### config.mk
export PLATFORM = sky130hd
export DESIGN_NAME = clock_seq_gate
export DESIGN_NICKNAME = d
export VERILOG_FILES = /design/src/rtl/clock_seq_gate.sv
export SDC_FILE = /design/constraint.sdc
export NUM_CORES = 1
export LEC_CHECK = 0
export BUFFER_PORTS_ARGS = -buffer_cell sky130_fd_sc_hd__buf_4
export CAP_MARGIN = 20
export CORE_MARGIN = 10
export CORE_UTILIZATION = 55
export CTS_CLUSTER_SIZE = 8
export DETAILED_ROUTE_END_ITERATION = 10
export GPL_TIMING_DRIVEN = 0
export PLACE_DENSITY = 0.84
export SLEW_MARGIN = 40
export SYNTH_ARGS = -nofsm -noshare
export SYNTH_HDL_FRONTEND = slang
export SYNTH_SLANG_ARGS = --single-unit
### constraint.sdc
create_clock -name clk_in -period 5.85 [get_ports clk_in]
set_input_delay 1.17 -clock clk_in [delete_from_list [all_inputs] [get_ports clk_in]]
set_output_delay 1.17 -clock clk_in [all_outputs]
set_load 0.03 [all_outputs]
### src/rtl/clock_seq_gate.sv
// clock_seq_gate
//   Power-up clock sequencer. It releases NUM_CH gated copies of clk_in one
//   channel at a time after en_req rises. It withdraws them in reverse order
//   after en_req falls. Each gate enable is re-timed on the falling edge of
//   clk_in, so a gated clock only ever shows whole high phases.
//
// Ports
//   clk_in   in   1       source clock (rising edge, except the gate register)
//   rst      in   1       synchronous active-high reset
//   en_req   in   1       level request: 1 = sequence up, 0 = sequence down
//   clk_out  out  NUM_CH  gated clocks, clk_out[i] = clk_in & gate_q[i]
//   ch_en    out  NUM_CH  registered thermometer of enabled channels
//   all_on   out  1       every channel enabled and state ON
//   all_off  out  1       no channel enabled and state OFF
//   busy     out  1       state is WAIT_START, RAMP_UP or RAMP_DOWN
module clock_seq_gate #(
    parameter int NUM_CH      = 4,
    parameter int PRE_DIV     = 50,
    parameter int START_TICKS = 10,
    parameter int STEP_TICKS  = 2,
    parameter int TICK_W      = 16
) (
    input  logic              clk_in,
    input  logic              rst,
    input  logic              en_req,
    output logic [NUM_CH-1:0] clk_out,
    output logic [NUM_CH-1:0] ch_en,
    output logic              all_on,
    output logic              all_off,
    output logic              busy
);

    localparam int LVL_W = $clog2(NUM_CH + 1);

    typedef enum logic [2:0] {
        S_OFF,
        S_WAIT_START,
        S_RAMP_UP,
        S_ON,
        S_RAMP_DOWN
    } state_t;

    state_t             st, st_nxt;
    logic [TICK_W-1:0]  pre;
    logic [TICK_W-1:0]  tk;
    logic [LVL_W-1:0]   lvl, lvl_nxt;
    logic               tick;
    logic               step_clr;
    logic [NUM_CH-1:0]  ch_en_nxt;
    logic [NUM_CH-1:0]  gate_q;

    assign tick = (pre == TICK_W'(PRE_DIV - 1));

    // Next state and level. A change of en_req is tested before the tick,
    // so it wins when both happen in the same cycle.
    always_comb begin
        st_nxt   = st;
        lvl_nxt  = lvl;
        step_clr = 1'b0;
        case (st)
            S_OFF: begin
                if (en_req) st_nxt = S_WAIT_START;
            end
            S_WAIT_START: begin
                if (!en_req) begin
                    st_nxt = S_OFF;
                end else if (tick && tk == TICK_W'(START_TICKS - 1)) begin
                    lvl_nxt = LVL_W'(1);
                    st_nxt  = (NUM_CH == 1) ? S_ON : S_RAMP_UP;
                end
            end
            S_RAMP_UP: begin
                if (!en_req) begin
                    lvl_nxt = lvl - LVL_W'(1);
                    st_nxt  = (lvl == LVL_W'(1)) ? S_OFF : S_RAMP_DOWN;
                end else if (tick && tk == TICK_W'(STEP_TICKS - 1)) begin
                    lvl_nxt  = lvl + LVL_W'(1);
                    step_clr = 1'b1;
                    if (lvl + LVL_W'(1) == LVL_W'(NUM_CH)) st_nxt = S_ON;
                end
            end
            S_ON: begin
                if (!en_req) begin
                    lvl_nxt = lvl - LVL_W'(1);
                    st_nxt  = (lvl == LVL_W'(1)) ? S_OFF : S_RAMP_DOWN;
                end
            end
            S_RAMP_DOWN: begin
                if (en_req) begin
                    st_nxt = S_RAMP_UP;
                end else if (tick && tk == TICK_W'(STEP_TICKS - 1)) begin
                    lvl_nxt  = lvl - LVL_W'(1);
                    step_clr = 1'b1;
                    if (lvl == LVL_W'(1)) st_nxt = S_OFF;
                end
            end
            default: begin
                st_nxt  = S_OFF;
                lvl_nxt = '0;
            end
        endcase
    end

    always_comb begin
        ch_en_nxt = '0;
        for (int unsigned i = 0; i < NUM_CH; i++) begin
            ch_en_nxt[i] = (32'(lvl_nxt) > i);
        end
    end

    // Status outputs decode the next state and level, so they change on the
    // same edge as ch_en.
    always_ff @(posedge clk_in) begin
        if (rst) begin
            st      <= S_OFF;
            pre     <= '0;
            tk      <= '0;
            lvl     <= '0;
            ch_en   <= '0;
            all_on  <= 1'b0;
            all_off <= 1'b1;
            busy    <= 1'b0;
        end else begin
            st      <= st_nxt;
            lvl     <= lvl_nxt;
            ch_en   <= ch_en_nxt;
            all_on  <= (st_nxt == S_ON) && (lvl_nxt == LVL_W'(NUM_CH));
            all_off <= (st_nxt == S_OFF) && (lvl_nxt == '0);
            busy    <= (st_nxt == S_WAIT_START) || (st_nxt == S_RAMP_UP) ||
                       (st_nxt == S_RAMP_DOWN);
            // A state change restarts the interval so every delay is exact.
            if (st_nxt != st) begin
                pre <= '0;
                tk  <= '0;
            end else if (tick) begin
                pre <= '0;
                tk  <= step_clr ? '0 : tk + TICK_W'(1);
            end else begin
                pre <= pre + TICK_W'(1);
            end
        end
    end

    // Gate enables change only while clk_in is low.
    always_ff @(negedge clk_in) begin
        gate_q <= ch_en;
    end

    assign clk_out = {NUM_CH{clk_in}} & gate_q;

endmodule

* After elaboration in Yosys (flattened, before gate mapping)
Index checks and enable logic that the tools add are counted. Widths: inputs -> output; s select.
Operators by class: add/sub/neg operators 4, order comparisons 4, equal/unequal tests 15, muxes and demuxes 25, bitwise gates (word level) 1, reduce and logical (&&, ||, !) cells 11
Operators with widths (number):
- $mux 3 | 18
- $add 16x1->16 const B | 2
- $pmux 3 s5 | 2
- $eq 16x1->1 const B | 1
- $eq 16x4->1 const B | 1
- $eq 16x6->1 const B | 1
- $mux 16 | 1
- $eq 3x2->1 const B | 4
- $eq 3x3->1 const B | 4
- $eq 3x1->1 const B | 3
- $logic_not 3->1 | 3
- $gt 3x1->1 const B | 2
- $gt 3x2->1 const B | 2
- $and 4x4->4 | 1
- $logic_and 1x1->1 | 4
- $add 3x1->3 const B | 1
- $mux 1 | 3
- $ne 3x3->1 | 1
- $reduce_or 3->1 | 1
- $sub 3x1->3 const B | 1
- $logic_or 1x1->1 | 2
- $pmux 1 s2 | 1
- $reduce_or 2->1 | 1
Storage, ports and cells: flip-flop bits (word level) 49, input bits 3, output and inout port bits 11, word-level logic and storage cells 69

* Longest topological paths before layout
Gate-level depths: netlist of the first run.
word-level depth 9, mapped depth 10, gate-level depth less buffers 8

==> results.cfg, run 1 <==
[setup_path]
path_cells = and2_1 > buf_4
slowest_delay_ps = 290
startpoint_type = register
crit_type = register to output pin
cp_max_fo = 1
arrival_ps = 4030
required_ps = 4680
critPathCaptureType = output pin
slowest_stage = dfxtp_1

[clock_tree]
cts_tree = built
clock_latency_ps = 500
ctsHoldBuffers = 0
postCtsSetupBuffers = 0
ctsResizeCount = 0
path_clk_slew_ps = 100

[logic_synthesis]
synth-xor-area-share = 0.0924
synth_nets = 313
synthCells = 302
syn_area_sq_mm = 0.00266
ys_seq_elements = 49
ys.flop_type = dfxtp_1
yosysTopAreaCellShare = 0.369
synthArstFlopShare = 0
yosysWarnings = 0
synth_top_family_by_area = simple AND/OR/NAND/NOR gates
muxShareOfSynthArea = 0.0156
synthAdderAreaFrac = 0.0377
syn_area_per_cell_sq_um = 8.79
synth_compound_area_frac = 0.129
synth_edf_count = 0
ys_top_cells_by_area = dfxtp_1, xor2_1, nor2_1, ha_1, and3_1
ys_types = 55
synth_simple_gate_area_frac = 0.310
synth-seq-area-share = 0.369
yosys.area.top_type = dfxtp_1

[global_route]
grt_first_pass_wirelength_microns = 10300
antenna_found_initial = 0
first_global_vias = 2275
grt_use_total = 0.162
overflow = 0
grt_max_degree = 18

[die]
fp.dieW_microns = 89.5
start_util = 0.566
ios = 14
fp.dieArea_sq_mm = 0.00801
core_sq_mm = 0.00469
die_height_microns = 89.5
placementRows = 25

[final_layout]
layout.nets = 339
drive_above_1_share = 0.142
areaGrowthSynthToFinish_pct = 12.3
diodes = 0

[timing]
fin_tns_setup_ps = 0
finalHoldViolations = 0
maxSlewHeadroom = 0.702
clock_skew_ps = 81.4
setup_viol = 0
rsz0062_at_grt = false
tightest_slew_ps = 446
drv_slew = 0

[pwr]
power_density_mw_per_mm2 = 226
power.total_w = 0.000673
ir_drop_mv = 0.132
p_leak_nw = 1.15

[drt]
vias_per_cell = 5.88
vias = 2259
wl_per_cell_microns = 15.3
wirelength_microns = 5870
dr.pass1.iters = 4
drt_iter0_drc = 145
drc = 0
antenna_left = 0

[min_path]
hp-class = register to register

[placed_design]
dp_hpwl_microns = 4060
io_buffers = 12
gp_congestion = 0.970

[run_status]
status = finished clean

[run]
max_cap_violations = 0
## flip-flops by register name (all words and copies together), names as in the netlist
name     flops
all_on       1
tk          16
st           3
all_off      1
lvl          3
ch_en        4
busy         1
pre         16
gate_q       4
## path summary, 6_finish.rpt
| kind | start | to | slack, ps | cells past startpoint |
|---|---|---|---|---|
| setup / recovery | gate_q[1]$_DFF_N_ | clk_out[1] | 650 | 2 |
| hold / removal | pre[7]$_SDFF_PP0_ | pre[7]$_SDFF_PP0_ | 530 | 2 |
| setup reg to reg | ch_en[3]$_SDFF_PP0_ | gate_q[3]$_DFF_N_ | 2560 | 0 |
| hold reg to reg | pre[7]$_SDFF_PP0_ | pre[7]$_SDFF_PP0_ | 530 | 2 |
## routing by layer
| metal | wire length (microns) | share of wire | vias to the layer above | global-route usage |
|---|---|---|---|---|
| met5 | 0 | 0 | - | 0 |
| met1 | 2600 | 0.44 | 1046 | 0.198 |
| met2 | 2840 | 0.48 | 76 | 0.253 |
| li1 | - | - | 1123 | - |
| met3 | 307 | 0.052 | 14 | 0.0392 |
| met4 | 116 | 0.020 | 0 | 0.0910 |
## placed cells by master, fill, tap and decap left out, types with 3 or more instances in the layout
cell type / instances
xnor2_1: 8
nor3_1: 10
dfxtp_1: 49
and4_1: 6
clkbuf_8: 9
nor2_1: 39
nand2_1: 18
nor2b_1: 4
a21oi_1: 9
or3_1: 4
inv_1: 16
clkbuf_1: 11
buf_4: 16
xor2_1: 20
and3_1: 12
a21o_1: 3
nand4_1: 9
a211oi_1: 4
and2_1: 8
mux2i_1: 3
nand3_1: 12
o21ai_0: 9
ha_1: 8
## synthesized netlist by cell type (9+ instances only)
cell / number
nand4_1: 9
clkbuf_1: 10
xor2_1: 20
inv_1: 13
nand2_1: 18
nor3_1: 10
a21oi_1: 9
dfxtp_1: 49
nand3_1: 12
nor2_1: 39
and3_1: 12
o21ai_0: 9
## power by group
part / switching, W / internal [W] / total (W) / leakage (nW)
Combinational: 0.0000164 / 0.00000851 / 0.0000249 / 0.618
Clock: 0.000157 / 0.000155 / 0.000312 / 0.136
Sequential: 0.00000121 / 0.000335 / 0.000337 / 0.396
Total: 0.000175 / 0.000498 / 0.000673 / 1.15
## layout make-up
type,instances,area (sq um)
multi-input combinational,225,1550
clock buffer,14,158
buffer,15,72.6
tap,54,67.6
sequential,49,981
timing repair buffer,8,60.1
clock inverter,7,43.8
fill,383,1710
inverter,12,45.0
## worst max-delay path: cells and delay by family (launching register included)
family | cells | cell delay (ps)
and+or+nand+nor | 1 | 150
DFF | 1 | 290
buffers and inverters | 1 | 160
## per-stage QoR
step / cells / area [sq um] / util / hold slack [ps] / worst slack, ps
floorplan: 302 / 2660 / - / 458 / 1190
global placement: 368 / 2810 / 0.599 / 479 / 1190
detailed placement: 368 / 2810 / 0.599 / 511 / 1180
CTS: 384 / 2980 / 0.635 / 534 / 641
global route: 384 / 2980 / 0.635 / 553 / 588
finish: 384 / 2980 / 0.635 / 532 / 654
## kinds of logic (layout without fill, tap and decap cells)
logic type / Yosys count / count (layout)
muxes: 4 / 4
buffers and inverters: 28 / 56
and+or+nand+nor: 141 / 141
DFF: 49 / 49
xor gates and xnor gates: 28 / 28
adders and majority gates: 8 / 8
AOI/OAI and AO/OA: 44 / 44
No activity file was read; power rests on OpenSTA's default activity.
==> inputs of run 2 (changes only) <==
--- a/config.mk
+++ b/config.mk
@@ -5,6 +5,7 @@
 export SDC_FILE = /design/constraint.sdc
 export NUM_CORES = 1
 export LEC_CHECK = 0
+export ABC_AREA = 1
 export BUFFER_PORTS_ARGS = -buffer_cell sky130_fd_sc_hd__buf_4
 export CAP_MARGIN = 20
 export CORE_MARGIN = 10
@@ -12,7 +13,8 @@
 export CTS_CLUSTER_SIZE = 8
 export DETAILED_ROUTE_END_ITERATION = 10
 export GPL_TIMING_DRIVEN = 0
-export PLACE_DENSITY = 0.84
+export PLACE_DENSITY = 0.83
+export REMOVE_ABC_BUFFERS = 1
 export SLEW_MARGIN = 40
 export SYNTH_ARGS = -nofsm -noshare
 export SYNTH_HDL_FRONTEND = slang
==> run 2 against run 1 <==
  * Cell area up 16%
  * Worst hold slack worse by 44 ps
  * Non-clock buffer count down 14
  * Synthesized cell count up 45%
  * Largest power group unchanged
==> results.cfg, run 2 <==
[pwr]
power_density_mw_per_mm2 = 200
power.total_w = 0.000690
p_leak_nw = 1.50
clockPowerShare = 0.450
power.internal_w = 0.000502
pwr-share-comb = 0.059
switchingPower_w = 0.000188
ir_drop_mv = 0.218
p_seq_frac = 0.491
p_sw_frac = 0.273

[logic_synthesis]
yosysTopAreaCellShare = 0.311
syn_area_per_cell_sq_um = 7.20
synthAdderAreaFrac = 0.0318
synth_most_common_cell = nand2_1
synthCells = 438
muxShareOfSynthArea = 0
synth_top_family_by_area = simple AND/OR/NAND/NOR gates
synth-seq-area-share = 0.311
ys_top_cells_by_count = nand2_1, nor2_1, inv_1
synth_simple_gate_area_frac = 0.441
synth_edf_count = 0
synth_compound_area_frac = 0.0476
syn_area_sq_mm = 0.00315
synthArstFlopShare = 0
ys_types = 37
ys.flop_type = dfxtp_1
synth-xor-area-share = 0.0639
yosysWarnings = 0
ys_top_cells_by_area = dfxtp_1, nand2_1, nor2_1, nor2_4, inv_1
ys_seq_elements = 49
yosys.area.top_type = dfxtp_1

[placed_design]
io_buffers = 13
dp_hpwl_microns = 4790
gp_congestion = 0.945
dp.cells = 518

[die]
die_height_microns = 95.7
placementRows = 27
start_util = 0.569
fp.dieW_microns = 95.7
core_sq_mm = 0.00554
fp.dieArea_sq_mm = 0.00916
ios = 14

[global_route]
overflow = 0
grt_use_total = 0.150
grt_max_degree = 18
first_global_vias = 2697
grt_first_pass_wirelength_microns = 11200
antenna_found_initial = 0

[setup_path]
ff2ff_setup_slack_ps = 2550
r2r-end = gate_q[2]$_DFF_N_
reg2reg_depth = 0
arrival_ps = 3960
critPathTopFamily = flip-flops
startpoint_type = register
path_cells = nand2_1 > inv_1 > buf_4
slowest_delay_ps = 300
path_buf_inv = 2
slowest_stage = dfxtp_1
required_ps = 4680
critPathCaptureType = output pin
crit_type = register to output pin
reg2reg_from = ch_en[2]$_SDFF_PP0_
cp_max_fo = 1

[drt]
wirelength_microns = 6430
vias_per_cell = 5.07
vias = 2709
drt_iter0_drc = 182
antenna_left = 0
dr.pass1.iters = 5
wl_per_cell_microns = 12.0
drc = 0

[min_path]
min_path_cells = 1
hold_end = pre[0]$_SDFF_PP0_
hp-class = register to register
hp-start = pre[0]$_SDFF_PP0_

[run]
max_cap_violations = 0

[clock_tree]
postCtsSetupBuffers = 0
path_clk_slew_ps = 100
cts_tree = built
ctsHoldBuffers = 0
clock_latency_ps = 490
ctsResizeCount = 0

[final_layout]
layout.nets = 471
diodes = 0
finalNonFillerCells = 534
top_regs = pre: 16 flops, tk: 16 flops
final_common_cell = nand2_1
final_cell_mix = nand2_1, nor2_1, inv_1
areaGrowthSynthToFinish_pct = 9.25
drive_above_1_share = 0.180
nFillCells = 499
multi_input_area_sq_mm = 0.00184
seqCellArea_sq_um = 981

[timing]
finalHoldViolations = 0
setup_viol = 0
rsz0062_at_grt = false
drv_slew = 0
fin_tns_setup_ps = 0
tightest_slew_ps = 514
clock_skew_ps = 63.5
maxSlewHeadroom = 0.657

[run_status]
status = finished clean
run 2: cell count changes after synthesis, sizes merged, moves of 5 or more:
cell and change:
nor2 +60, and4 -6, nand2 +79, inv +56, and3 -11, nand3 +16
clkbuf -10, nor4b -5, and2 -7
run 2: stage by stage:
| step | setup WS, ps | cell area (sq um) | util | hold slack (ps) |
|---|---|---|---|---|
| after floorplan | 1240 | 3090 | - | 433 |
| after global placement | 1250 | 3280 | 0.592 | 447 |
| after detailed placement | 1240 | 3280 | 0.592 | 474 |
| after CTS | 710 | 3440 | 0.622 | 498 |
| after global routing | 658 | 3440 | 0.622 | 525 |
| final | 724 | 3440 | 0.622 | 488 |
run 2: kinds of logic after synthesis:
family                   count (synthesis)
buffers and inverters                   76
AO/OA/AOI/OAI                           26
adder cells (fa/ha/maj)                  8
XOR/XNOR                                23
AND/OR/NAND/NOR                        256
flip-flops                              49
run 2: worst max path at each step:
stage                            startpoint          to  depth (start not counted)
after floorplan           gate_q[0]$_DFF_N_  clk_out[0]                          2
after global placement    gate_q[1]$_DFF_N_  clk_out[1]                          3
after detailed placement  gate_q[0]$_DFF_N_  clk_out[0]                          3
after CTS                 gate_q[3]$_DFF_N_  clk_out[3]                          3
after global routing      gate_q[3]$_DFF_N_  clk_out[3]                          3
final                     gate_q[3]$_DFF_N_  clk_out[3]                          3
run 2: layer usage:
layer  wire length (microns)  up-vias  GRT usage  part of all wire
met5                       0        -          0                 0
met4                     106        0     0.0725             0.016
met3                     244        9     0.0420             0.038
met2                    3160       54      0.252              0.49
met1                    2910     1244      0.172              0.45
li1                        -     1402          -                 -
run 2: layout make-up:
type,count,area share
multi-input combinational,313,0.535
sequential,49,0.285
inverter,66,0.0723
clock buffer,14,0.0458
tap,72,0.0262
timing repair buffer,9,0.0196
clock inverter,11,0.0164
run 2: power by group through the flow:
| stage | clock (W) | combinational, W | sequential (W) |
|---|---|---|---|
| finish | 0.000311 | 0.0000410 | 0.000339 |
| global route | 0.000337 | 0.0000449 | 0.000339 |
| CTS | 0.000318 | 0.0000411 | 0.000339 |
| detailed placement | 0.00000578 | 0.0000409 | 0.000346 |
| global placement | 0.00000578 | 0.0000400 | 0.000346 |
| floorplan | 0.00000578 | 0.0000293 | 0.000347 |
==> inputs of run 3 (changes only) <==
--- a/config.mk
+++ b/config.mk
@@ -14,7 +14,6 @@
 export DETAILED_ROUTE_END_ITERATION = 10
 export GPL_TIMING_DRIVEN = 0
 export PLACE_DENSITY = 0.83
-export REMOVE_ABC_BUFFERS = 1
 export SLEW_MARGIN = 40
 export SYNTH_ARGS = -nofsm -noshare
 export SYNTH_HDL_FRONTEND = slang
==> run 3 against run 2 <==
  * Global-route usage down 0.43 points
  * Cell count up 0.75%
  * Via count down 0.15%
  * Critical path type unchanged
==> results.cfg, run 3 (synthesized netlist as in run 2, its figures left out) <==
[die]
ios = 14
die_height_microns = 95.7
placementRows = 27
fp.dieArea_sq_mm = 0.00916
start_util = 0.569
fp.dieW_microns = 95.7
core_sq_mm = 0.00554

[final_layout]
final_common_cell = nand2_1
finish.instance_area_sq_mm = 0.00351
drive_above_1_share = 0.187
layout.nets = 475
top_regs = pre: 16 flops, tk: 16 flops
diodes = 0
nFillCells = 477
areaGrowthSynthToFinish_pct = 11.5
final_cell_mix = nand2_1, nor2_1, inv_1

[drt]
highest_layer = met4
vias_per_cell = 5.03
antenna_left = 0
wl_per_cell_microns = 11.7
route.met2.wl_microns = 3080
wirelength_microns = 6320
drc = 0
vias = 2705
route.met3.wl_microns = 315
wl_met1_microns = 2830
drt_iter0_drc = 163
dr.pass1.iters = 5

[pwr]
switchingPower_w = 0.000180
power.internal_w = 0.000530
power.total_w = 0.000710
pwr-share-comb = 0.065
clockPowerShare = 0.458
p_seq_frac = 0.477
p_sw_frac = 0.253
ir_drop_mv = 0.206
power_density_mw_per_mm2 = 202
p_leak_nw = 1.53

[timing]
setup_viol = 0
tightest_slew_ps = 406
hold_ws_ps = 484
rsz0062_at_grt = false
fin_tns_setup_ps = 0
maxSlewHeadroom = 0.727
clock_skew_ps = 74.0
layout_setup_ws_ps = 696
finalHoldViolations = 0
drv_slew = 0

[setup_path]
path_cells = nand2_1 > inv_1 > buf_4
startpoint_type = register
arrival_ps = 3980
slowest_delay_ps = 320
crit_type = register to output pin
cp_max_fo = 1
ff2ff_setup_slack_ps = 2560
critPathCaptureType = output pin
slowest_stage = dfxtp_1
required_ps = 4680

[clock_tree]
clock_latency_ps = 480
path_clk_slew_ps = 90
ctsResizeCount = 0
cts_tree = built
postCtsSetupBuffers = 0
ctsHoldBuffers = 0

[placed_design]
gp_congestion = 0.895
dp_hpwl_microns = 4890
dpl_cell_area_sq_mm = 0.00333
io_buffers = 12
pre_cts_slack_ps = 1220

[global_route]
grt_first_pass_wirelength_microns = 11000
grt_max_degree = 17
overflow = 0
antenna_found_initial = 0
first_global_vias = 2600
grt_use_total = 0.146

[run_status]
status = finished clean

[min_path]
hp-class = register to register

[logic_synthesis]
synth_nets = 449

[run]
max_cap_violations = 0
-- run 3: cell type report --
cell class / count / area (sq um) / area share
clock inverters: 10 / 47.5 / 0.0135
flip-flops and latches: 49 / 981 / 0.279
well taps: 72 / 90.1 / 0.0256
multi-input cells: 313 / 1840 / 0.524
clock buffers: 15 / 183 / 0.0520
repair buffers: 8 / 60.1 / 0.0171
inverters: 66 / 249 / 0.0709
plain buffers: 5 / 61.3 / 0.0175
-- run 3: per-layer routing --
metal,global-route usage,vias up
met1,0.174,1213
met4,0.0602,0
met5,0,-
met3,0.0381,11
li1,-,1409
met2,0.243,72
-- run 3: per-stage QoR --
step	instances	util
2_1_floorplan	438	-
3_3_place_gp	522	0.601
3_5_place_dp	522	0.601
4_1_cts	538	0.634
5_1_grt	538	0.634
6_report	538	0.634
-- run 3: power by group through the flow --
| stage | registers [W] | logic, W | clock network [W] |
|---|---|---|---|
| final | 0.000339 | 0.0000460 | 0.000325 |
| after global routing | 0.000339 | 0.0000497 | 0.000347 |
| after CTS | 0.000339 | 0.0000464 | 0.000333 |
| after detailed placement | 0.000346 | 0.0000461 | 0.00000578 |
| after global placement | 0.000346 | 0.0000455 | 0.00000578 |
| after floorplan | 0.000347 | 0.0000368 | 0.00000578 |
-- run 3: worst paths after layout --
kind,end,start,cells past startpoint
max,clk_out[2],gate_q[2]$_DFF_N_,3
min reg2reg,pre[0]$_SDFF_PP0_,pre[0]$_SDFF_PP0_,1
max reg2reg,gate_q[2]$_DFF_N_,ch_en[2]$_SDFF_PP0_,0
min,pre[0]$_SDFF_PP0_,pre[0]$_SDFF_PP0_,1
-- run 3: worst max-delay path: cells and delay by family, from the launching register on --
family,cells,cell delay (ps)
buffers and inverters,2,200
DFF,1,320
and+or+nand+nor,1,60
